<file path="config.mk">
export PLATFORM = sky130hd
export DESIGN_NAME = inertial_integrator
export DESIGN_NICKNAME = d
export VERILOG_FILES = /design/src/rtl/inertial_integrator.sv
export SDC_FILE = /design/constraint.sdc
export NUM_CORES = 1
export LEC_CHECK = 0
export CAP_MARGIN = 20
export CORE_AREA = 4 4 215 154
export CTS_BUF_LIST = sky130_fd_sc_hd__clkbuf_2
export DETAILED_ROUTE_END_ITERATION = 16
export DIE_AREA = 0 0 219 158
export PLACE_DENSITY = 0.65
export SYNTH_ARGS = -nofsm -noshare
export SYNTH_HDL_FRONTEND = slang
export SYNTH_SLANG_ARGS = --single-unit
</file>
<file path="constraint.sdc">
create_clock -name clk -period 8.5 [get_ports clk]
set_clock_uncertainty 0.05 [all_clocks]
set_input_delay 0.85 -clock clk [delete_from_list [all_inputs] [get_ports clk]]
set_output_delay 0.85 -clock clk [all_outputs]
set_load 0.05 [all_outputs]
</file>
<file path="src/rtl/inertial_integrator.sv">
// Pitch estimator: averages gyro/accel offsets at start-up, then integrates the
// corrected pitch rate and nudges the integrator toward accel-derived pitch.
module inertial_integrator #(
  parameter int CAL_SHIFT   = 4,
  parameter int FUSION_GAIN = 1024,
  parameter int AZ_SCALE    = 327
) (
  input  logic               clk,
  input  logic               rst_n,
  input  logic               vld,
  input  logic signed [15:0] ptch_rt_raw,
  input  logic signed [15:0] AZ_raw,
  input  logic               recal,
  output logic signed [15:0] ptch,
  output logic signed [15:0] ptch_rt,
  output logic               ptch_vld,
  output logic               cal_done
);
  localparam int SW = 16 + CAL_SHIFT;
  localparam logic signed [26:0] GAIN  = 27'(FUSION_GAIN);
  localparam logic signed [25:0] SCALE = 26'(AZ_SCALE);

  typedef enum logic {CAL, RUN} state_t;
  state_t r_state, w_next;

  logic [CAL_SHIFT-1:0] r_cnt;
  logic signed [SW-1:0] r_rt_sum, r_az_sum, w_rt_sum, w_az_sum, w_rt_avg, w_az_avg;
  logic signed [15:0]   r_rt_off, r_az_off, r_rt_c, r_az_c, r_ptch_rt;
  logic                 r_v1, r_ptch_vld, w_cal_last;
  logic signed [26:0]   r_integ, w_integ;
  logic signed [25:0]   w_prod;
  logic signed [15:0]   w_ptch_acc;

  // Running calibration sums include the sample arriving this cycle
  assign w_rt_sum   = r_rt_sum + $signed({{CAL_SHIFT{ptch_rt_raw[15]}}, ptch_rt_raw});
  assign w_az_sum   = r_az_sum + $signed({{CAL_SHIFT{AZ_raw[15]}}, AZ_raw});
  assign w_rt_avg   = w_rt_sum >>> CAL_SHIFT;
  assign w_az_avg   = w_az_sum >>> CAL_SHIFT;
  assign w_cal_last = (r_state == CAL) && vld && (r_cnt == {CAL_SHIFT{1'b1}});

  // Accel pitch pulls the integrator up or down by a fixed step each sample
  assign w_prod     = $signed({{10{r_az_c[15]}}, r_az_c}) * SCALE;
  assign w_ptch_acc = $signed({{3{w_prod[25]}}, w_prod[25:13]});
  assign w_integ    = r_integ + ((w_ptch_acc > ptch) ? GAIN : -GAIN)
                      - $signed({{11{r_rt_c[15]}}, r_rt_c});

  assign ptch     = r_integ[26:11];
  assign ptch_rt  = r_ptch_rt;
  assign ptch_vld = r_ptch_vld;
  assign cal_done = (r_state == RUN);

  always_ff @(posedge clk or negedge rst_n) begin
    if (!rst_n) r_state <= CAL;
    else        r_state <= w_next;
  end

  always_comb begin
    w_next = r_state;
    if (recal)           w_next = CAL;
    else if (w_cal_last) w_next = RUN;
  end

  always_ff @(posedge clk or negedge rst_n) begin
    if (!rst_n) begin
      r_cnt      <= '0;
      r_rt_sum   <= '0;
      r_az_sum   <= '0;
      r_rt_off   <= '0;
      r_az_off   <= '0;
      r_rt_c     <= '0;
      r_az_c     <= '0;
      r_v1       <= 1'b0;
      r_integ    <= '0;
      r_ptch_rt  <= '0;
      r_ptch_vld <= 1'b0;
    end else if (recal) begin
      // Offsets survive a recalibration until the new ones are ready
      r_cnt      <= '0;
      r_rt_sum   <= '0;
      r_az_sum   <= '0;
      r_v1       <= 1'b0;
      r_integ    <= '0;
      r_ptch_rt  <= '0;
      r_ptch_vld <= 1'b0;
    end else begin
      r_v1       <= 1'b0;
      r_ptch_vld <= 1'b0;
      if (r_state == CAL) begin
        if (w_cal_last) begin
          r_rt_off <= w_rt_avg[15:0];
          r_az_off <= w_az_avg[15:0];
          r_cnt    <= '0;
          r_rt_sum <= '0;
          r_az_sum <= '0;
        end else if (vld) begin
          r_cnt    <= r_cnt + 1'b1;
          r_rt_sum <= w_rt_sum;
          r_az_sum <= w_az_sum;
        end
      end else begin
        if (vld) begin
          r_rt_c <= ptch_rt_raw - r_rt_off;
          r_az_c <= AZ_raw - r_az_off;
          r_v1   <= 1'b1;
        end
        if (r_v1) begin
          r_integ    <= w_integ;
          r_ptch_rt  <= r_rt_c;
          r_ptch_vld <= 1'b1;
        end
      end
    end
  end

endmodule
</file>
# --- After elaboration in Yosys (flattened, before gate mapping) ---
# Cells that the tools add are included.
totals:
  reg_bits: 154
  mem_bits_ro: 0
  latch_bits: 0
  n_memories: 0
  mem_bits_rw: 0
  input_bits: 36
classes:
  mul: 1
  n_mux: 27
  n_reduce_logical: 10
  shifts: 0
  magnitude_cmp: 1
  bitwise_logic: 2
  eq_ne: 2
  add_sub_neg: 7
  n_div: 0
op_table:
  columns: ["cell", "n"]
  rows:
  - ["$mux W20", 8]
  - ["$mux W27", 4]
  - ["$mux W16", 3]
  - ["$add A20 B16 Y20", 2]
  - ["$sub A16 B16 Y16", 2]
  - ["$add A27 B27 Y27", 1]
  - ["$sub A27 B16 Y27", 1]
  - ["$mul A16 B10 Y26 const B", 1]
  - ["$gt A13 B16 Y1", 1]
  - ["$mux W4", 4]
  - ["$mux W1", 8]
  - ["$reduce_and A3 Y1", 2]
  - ["$reduce_bool A2 Y1", 3]
  - ["$add A4 B1 Y4 const B", 1]
  - ["$eq A4 B4 Y1 const B", 1]
  - ["$reduce_and A2 Y1", 2]
  - ["$reduce_bool A3 Y1", 1]
  - ["$logic_and A1 B1 Y1", 2]
  - ["$ne A2 B2 Y1 const B", 1]
  - ["$not A1 Y1", 2]

# --- Depth between registers and ports, before layout ---
# Gate-level depths: netlist of run 1.
depth:
  depth_word: 8
  mapped_depth: 40
  mapped_depth_nobuf: 39

# --- Worst setup path after synthesis of run 1 ---
# OpenSTA, ideal clock, no wires.
synth_path:
  path_kind: "reg-to-reg"
  from: "reg r_az_c[8]"
  to: "reg r_integ[25]"
  path_stages_with_launch: 37
  synth_period_minus_slack_ns: 8.748
  required_time_ns: 8.317
  arrival_time_ns: 8.565
  path_slack_ns: -0.248
  n_path_buf: 1
  setup_time_ns: 0.133
  path_cell_list: "dfrtp_1 -> ha_1 -> ha_1 -> fa_1 -> fa_1 -> inv_1 -> fa_1 -> inv_1 -> ha_1 -> a211o_1 -> a221oi_1 -> a211o_1 -> a31oi_1 -> o21ai_0 -> o211ai_1 -> a21oi_1 -> o22ai_1 -> xnor2_1 -> ha_1 -> nand3_1 -> or4_1 -> o2bb2ai_1 -> o21bai_1 -> inv_1 -> fa_1 -> inv_1 -> ha_1 -> clkbuf_1 -> nand3_1 -> nor2_1 -> nand2_1 -> a2111oi_0 -> o311ai_1 -> a21oi_1 -> a21oi_1 -> xnor2_1 -> o21ai_0"
synth_between:
  elab_chain_cells: 8
synth_rtl:
  columns: ["element", "line", "source"]
  rows:
  - ["from (decl)", "28", "logic signed [15:0] r_rt_off, r_az_off, r_rt_c, r_az_c, r_ptch_rt;"]
  - ["from (signal assigned)", "103", "r_az_c <= AZ_raw - r_az_off;"]
  - ["$mul A16 B10 Y26", "42", "assign w_prod = $signed({{10{r_az_c[15]}}, r_az_c}) * SCALE;"]
  - ["$gt A13 B16 Y1", "44", "assign w_integ = r_integ + ((w_ptch_acc > ptch) ? GAIN : -GAIN)"]
  - ["$mux W27", "44", null]
  - ["$add A27 B27 Y27", "44", null]
  - ["$sub A27 B16 Y27", "45", "- $signed({{11{r_rt_c[15]}}, r_rt_c});"]
  - ["$mux W27", "106", "if (r_v1) begin"]
  - ["$mux W27", "88", "if (r_state == CAL) begin"]
  - ["$mux W27", "76", "end else if (recal) begin"]
  - ["to (signal assigned)", "107", "r_integ <= w_integ;"]
  - ["to (decl)", "30", "logic signed [26:0] r_integ, w_integ;"]
# No other way between the ends. The select of a mux whose other input is x is not followed.
# A chain may end at the register's enable or synchronous reset.

# --- Final worst setup path of run 1 ---
layout_path:
  from: "reg r_az_c[7]"
  to: "reg r_integ[26]"
# Same word-level chain as after synthesis.

==> results of run 1 <==
[sequential cells by signal, indices dropped and copies added (netlist names)]
register and count:
cal_done 1, r_cnt 4, r_rt_off 16, r_az_sum 20, r_az_off 16, r_rt_sum 20, r_integ 27, ptch_rt 16
r_v1 1, ptch_vld 1, r_rt_c 16, r_az_c 16
[cells by family (layout without fill, tap and decap cells)]
kind of cell,after synthesis,in the layout,synth area share
muxes,14,14,0.01145
DFF,154,154,0.2800
other,0,1,0
buffers and inverters,263,409,0.07664
adders and majority gates,263,263,0.2729
and+or+nand+nor,351,351,0.1183
AOI/OAI and AO/OA,378,378,0.1805
xor gates and xnor gates,93,93,0.06018
[per-layer routing]
| metal | GRT usage | routed length (µm) | up-vias | part of all wire |
|---|---|---|---|---|
| met5 | 0 | 0 | - | 0 |
| met4 | 0.04782 | 499 | 0 | 0.015 |
| met3 | 0.03166 | 1080 | 34 | 0.032 |
| met2 | 0.3025 | 14730 | 170 | 0.44 |
| met1 | 0.3038 | 17400 | 5322 | 0.52 |
| li1 | - | - | 5478 | - |
[critical path: cells and delay by family, from the launching register on]
family	cells	cell delay (ps)
fa+ha+maj	8	3030
simple gates	4	800
compound gates	15	2840
flops	1	520
buf+inv	9	1160
xor+xnor	1	160
[per-stage QoR]
| step | utilization | std cells | hold slack (ps) | setup TNS [ps] |
|---|---|---|---|---|
| floorplan | - | 1516 | 398.5 | 0 |
| global placement | 0.4911 | 2016 | 412.4 | -918.6 |
| detailed placement | 0.4911 | 2016 | 420.7 | -3646 |
| CTS | 0.5122 | 2074 | 465.6 | -18.92 |
| global route | 0.5246 | 2083 | 487.4 | -3628 |
| finish | 0.5246 | 2083 | 461.9 | -456.2 |
[cells in the mapped netlist, types with 3 or more instances]
| master | count |
|---|---|
| nor3_1 | 23 |
| nand2_1 | 144 |
| a2111oi_0 | 3 |
| a21o_1 | 27 |
| a41oi_1 | 3 |
| mux2i_1 | 3 |
| a22o_1 | 44 |
| nand4_1 | 6 |
| o21a_1 | 12 |
| or3_1 | 12 |
| a31oi_1 | 12 |
| fa_1 | 62 |
| a211oi_1 | 11 |
| a211o_1 | 9 |
| mux2_2 | 10 |
| dfrtp_1 | 154 |
| nor2_1 | 66 |
| xor2_1 | 27 |
| o21bai_1 | 8 |
| a21oi_1 | 63 |
| buf_1 | 3 |
| clkbuf_1 | 29 |
| a31o_2 | 4 |
| or4_1 | 4 |
| nor2b_1 | 14 |
| buf_4 | 16 |
| o31ai_1 | 10 |
| nand3_1 | 31 |
| inv_1 | 214 |
| nand2b_1 | 22 |
| and3_1 | 10 |
| o211ai_1 | 7 |
| o21ai_0 | 134 |
| ha_1 | 201 |
| xnor2_1 | 65 |
| and2_1 | 5 |
[cell type report]
class,instances,share of cell area
clock inverters,14,0.008555
flip-flops and latches,154,0.2377
repair inverters,1,0.0004624
multi-input cells,1099,0.5781
repair buffers,162,0.08748
well taps,420,0.03237
inverters,214,0.04963
clock buffers,18,0.005549
diodes,1,0.0001541
[power by group]
part / total [mW] / internal [mW] / switching [mW]
Combinational: 0.411 / 0.178 / 0.232
Sequential: 0.785 / 0.765 / 0.0204
Clock: 0.430 / 0.114 / 0.316
[worst paths after layout]
kind                                        from  depth (start not counted)  slack (ps)                       to
max reg2reg                r_az_c[7]$_DFFE_PN0P_                         37        -190  r_integ[26]$_DFFE_PN0P_
min reg2reg                r_rt_c[8]$_DFFE_PN0P_                          2         460    r_rt_c[8]$_DFFE_PN0P_
min                        r_rt_c[8]$_DFFE_PN0P_                          2         460    r_rt_c[8]$_DFFE_PN0P_
max in group asynchronous                  rst_n                          3        6440   r_integ[9]$_DFFE_PN0P_
min in group asynchronous                  rst_n                          2         520  r_rt_sum[6]$_DFFE_PN0P_
max                        r_az_c[7]$_DFFE_PN0P_                         37        -190  r_integ[26]$_DFFE_PN0P_
[timing repair]
item / CTS / global route
setup buffers: 24 / 7
setup endpoints to repair: 13 / 14
pin swaps: 27 / 57
resized for setup: 41 / 66
endpoints found under the hold margin: 82 / 0
gates cloned: 1 / 0
hold buffers: 1 / 0
==> summary.txt, run 1 <==
Outcome
  – Violated checks: negative setup slack
  – Status: complete, but fails checks

Global route
  – Largest net degree at the start of global routing: 93
  – All-layer global routing usage: 0.2009
  – Vias in the first global route: 10860
  – Antenna violations before repair: 1
  – First-pass GRT wire length: 56240 µm
  – GRT Residual Overflow: 0

Worst setup path
  – Setup CP Type: reg -> reg
  – Worst path max stage delay: 550 ps
  – Worst setup EP type: flip-flop
  – Crit-path most repeated cell: buf_4
  – Worst Path Required: 9150 ps
  – Worst EP arrival: 9340 ps
  – CP startpoint kind: flip-flop
  – Slowest cell on the critical path: fa_1
  – Crit-path max FO: 5

Clock network
  – CTS sink count: 154
  – H-tree Lvls: 4
  – Root Driver: clkbuf_2
  – Bufs on Longest Clock Path: 2
  – Reg clk slew, reported paths: 290 ps
  – CTS tree: yes
  – Clock Latency Late Sink: 820 ps
  – Number of buffers created by CTS: 17

Timing
  – Pin slew with the least headroom to its limit: 892.3 ps
  – Fin crit period: 8691 ps
  – Max Freq: 115.1 MHz
  – Max transition margin: 0.4051
  – Final Max Tran Viols: 0
  – RSZ-0062 raised after global routing: true
  – Setup violators final: 4
  – Period utilization: 1.022
  – Final hold vios: 0
  – Final WS setup: -190.6 ps

Drt
  – DR vias: 11000
  – Number of detailed-route iterations in the first pass: 5
  – Routed WL: 33710 µm
  – # DRC: 0
  – Post-DRT Antenna Nets: 0
  – Post-DR vias/cell: 5.283
  – Avg WL per Cell: 16.18 µm
  – Iter 0 DRT Violations: 640

Pwr
  – Worst VDD drop: 71.25 µV
  – Pleak: 8.093 nW
  – Power Total: 1.625 mW
  – Power Density: 100.1 nW/µm²

Synth
  – Synth area leaders: dfrtp_1 (28%), ha_1 (18%), fa_1 (9.0%)
  – Top-area cell type share of the netlist area: 0.2800
  – Ys Warns: 0
  – Post-synth EDFFs: 0
  – Synth area leader: dfrtp_1
  – Count of different cell masters after synthesis: 73
  – Synth Area per Inst: 9.079 µm²
  – Cells after Synth: 1516
  – Top FF cell, synth: dfrtp_1
  – Post-synth ARST share: 1.000
  – #FFs+latches synth: 154
  – Post-Syn Area: 13760 µm²
  – Seq/Total Area, Yosys: 0.2800
  – Syn_nets: 1815

Placement
  – Place WS: -530.1 ps
  – Placement Cell Area: 15200 µm²
  – Placed wire-length estimate: 25480 µm
  – GP Congestion: 0.8807
  – Buffers on Ports: 69

Cells and area
  – Most common cell after layout, fill and taps aside: inv_1
  – Fill count: 2851
  – Final instance area: 16230 µm²
  – Layout cell share with drive strength beyond 1: 0.1408
  – Multi-input logic area: 9385 µm²
  – Area Growth Syn to Fin: 17.95%
  – Seq. cell area: 3859 µm²
  – Net count, final: 1948
  – Most frequent cells in the layout: inv_1 (207), ha_1 (181), dfrtp_1 (150), nand2_1 (140), o21ai_0 (119)

Min path
  – Worst hold path type: reg -> reg

Floorplan
  – Core ar.: 30940 µm²
  – DIE AREA: 34600 µm²
  – Die height: 158 µm
  – Initial Utilization: 0.4448
  – Die extent in x: 219 µm
  – Row cnt: 54
  – Top-Level Pins: 70

Flow run
  – Maxcap violations: 0
(Power assumes the default switching activity.)
==> run 2, diff against run 1 <==
--- a/config.mk
+++ b/config.mk
@@ -6,11 +6,12 @@
 export NUM_CORES = 1
 export LEC_CHECK = 0
 export CAP_MARGIN = 20
-export CORE_AREA = 4 4 215 154
+export CORE_AREA = 4 4 204 146
 export CTS_BUF_LIST = sky130_fd_sc_hd__clkbuf_2
 export DETAILED_ROUTE_END_ITERATION = 16
-export DIE_AREA = 0 0 219 158
-export PLACE_DENSITY = 0.65
+export DIE_AREA = 0 0 208 150
+export GPL_ROUTABILITY_DRIVEN = 0
+export PLACE_DENSITY = 0.71
 export SYNTH_ARGS = -nofsm -noshare
 export SYNTH_HDL_FRONTEND = slang
 export SYNTH_SLANG_ARGS = --single-unit
==> run 2 against run 1 <==
Net effect: design area up 0.72%; routed wire length grew 1.4%; power up 1.1%; critical endpoint is now r_integ[25]$_DFFE_PN0P_; register-to-register slack better by 60 ps; first-iteration DRC count fell by 4.2%; count of clock-buffer cells in the layout did not move; largest cell class unchanged; clock power increased by 3%; worst setup slack improved by 55 ps; utilization is 6.6 points higher; highest routed layer unchanged; the flow still finishes with violations (negative setup slack); critical path depth increased by 2.
==> summary.txt, run 2 (synthesis gave the netlist of run 1 again) <==
Clock network
  – CTS tree: yes
  – Root Driver: clkbuf_2
  – Clock Latency Late Sink: 860 ps
  – Number of buffers created by CTS: 17
  – H-tree Lvls: 4
  – Reg clk slew, reported paths: 270 ps
  – Bufs on Longest Clock Path: 2
  – CTS sink count: 154

Worst setup path
  – Worst Path Required: 9150 ps
  – Flop2flop setup slack: -140 ps
  – Slowest cell on the critical path: or4_4
  – Top delay family on crit path: adder cells
  – Worst path max stage delay: 570 ps
  – Critical path buffer and inverter count: 9
  – Setup CP Type: reg -> reg
  – Worst EP arrival: 9280 ps
  – CP startpoint kind: flip-flop
  – Crit-path max FO: 4
  – Worst setup EP type: flip-flop

Min path
  – Worst hold path type: reg -> reg

Placement
  – Buffers on Ports: 69
  – Place WS: -659.4 ps
  – Placed wire-length estimate: 25180 µm
  – # placed instances: 1971

Drt
  – Number of detailed-route iterations in the first pass: 5
  – DR vias: 11100
  – Routed WL: 34180 µm
  – Avg WL per Cell: 16.77 µm
  – # DRC: 0
  – Post-DRT Antenna Nets: 0
  – Iter 0 DRT Violations: 613
  – Post-DR vias/cell: 5.447

Floorplan
  – Die height: 150 µm
  – Row cnt: 51
  – DIE AREA: 31200 µm²
  – Top-Level Pins: 70
  – Die extent in x: 208 µm
  – Initial Utilization: 0.4970
  – Core ar.: 27690 µm²

Timing
  – Final WS setup: -135.2 ps
  – Fin crit period: 8635 ps
  – Setup TNS: -415.0 ps
  – Pin slew with the least headroom to its limit: 890.8 ps
  – Max Freq: 115.8 MHz
  – Final Max Tran Viols: 0
  – Setup violators final: 7
  – Period utilization: 1.016
  – Max transition margin: 0.4061
  – Final hold vios: 0
  – RSZ-0062 raised after global routing: true

Cells and area
  – Multi-input logic area: 9512 µm²
  – Net count, final: 1952
  – Top reg by flops: r_integ
  – Seq. cell area: 3856 µm²
  – Max FFs per register: 27
  – Biggest regs: r_integ x27, r_az_sum x20, r_rt_sum x20
  – Fill count: 2403
  – Fin cells: 2038
  – Most frequent cells in the layout: inv_1 (199), ha_1 (175), dfrtp_1 (152), nand2_1 (139), o21ai_0 (119)
  – Area Growth Syn to Fin: 18.80%
  – Layout cell share with drive strength beyond 1: 0.1537
  – Most common cell after layout, fill and taps aside: inv_1

Global route
  – GRT Residual Overflow: 0
  – Largest net degree at the start of global routing: 87
  – First-pass GRT wire length: 55250 µm
  – Antenna violations before repair: 1
  – Vias in the first global route: 10900
  – All-layer global routing usage: 0.2163

Outcome
  – Status: complete, but fails checks
  – Violated checks: negative setup slack

Pwr
  – Pleak: 8.152 nW
  – Worst VDD drop: 91.83 µV
  – Power Density: 100.5 nW/µm²

Flow run
  – Maxcap violations: 0
==> run 2: worst min-delay path: stages, from the launching register on <==
cell	delay [ps]
dfrtp_1	400
nand2_1	50
o21ai_0	60
==> run 2: what timing repair did <==
action | in CTS | in global routing
pin swaps | 40 | 58
hold endpoints to repair | 73 | 0
hold buffers | 1 | 0
gates cloned | 1 | 0
setup buffers | 19 | 13
gates resized for setup | 63 | 67
endpoints found under the setup margin | 14 | 14
==> run 2: worst paths after layout <==
| path | from | endpoint | depth (start not counted) |
|---|---|---|---|
| max reg2reg | r_az_c[8]$_DFFE_PN0P_ | r_integ[25]$_DFFE_PN0P_ | 39 |
| min reg2reg | ptch_rt[8]$_DFFE_PN0P_ | ptch_rt[8]$_DFFE_PN0P_ | 2 |
| max in group asynchronous | rst_n | r_az_c[14]$_DFFE_PN0P_ | 3 |
| min | ptch_rt[8]$_DFFE_PN0P_ | ptch_rt[8]$_DFFE_PN0P_ | 2 |
| min in group asynchronous | rst_n | r_az_c[0]$_DFFE_PN0P_ | 2 |
| max | r_az_c[8]$_DFFE_PN0P_ | r_integ[25]$_DFFE_PN0P_ | 39 |
==> run 2: layout make-up <==
class | count | area share
flip-flops and latches | 154 | 0.2358
well taps | 371 | 0.02839
clock buffers | 18 | 0.005510
repair buffers | 166 | 0.08915
clock inverters | 14 | 0.009336
inverters | 214 | 0.04943
diodes | 1 | 0.0001530
multi-input cells | 1099 | 0.5817
repair inverters | 1 | 0.0004591
==> run 2: metrics by stage <==
stage          hold slack, ps  power [mW]    util  area, µm²
2_1_floorplan           398.5       1.093       -      13760
3_3_place_gp            413.7       1.197  0.5475      15160
4_1_cts                 467.3       1.650  0.5745      15910
6_report                465.0       1.643  0.5904      16350
5_1_grt                 491.6       1.731  0.5904      16350
3_5_place_dp            420.3       1.206  0.5475      15160
==> run 2: per-layer routing <==
layer / GRT usage / vias to the layer above / share of wire
li1: - / 5487 / -
met1: 0.3224 / 5358 / 0.50
met2: 0.3371 / 217 / 0.45
met3: 0.02913 / 39 / 0.036
met4: 0.04923 / 0 / 0.014
met5: 0 / - / 0
==> run 2: where the power goes <==
part / internal, mW / switching, mW
clock: 0.121 / 0.321
combinational: 0.179 / 0.237
sequential: 0.765 / 0.0198
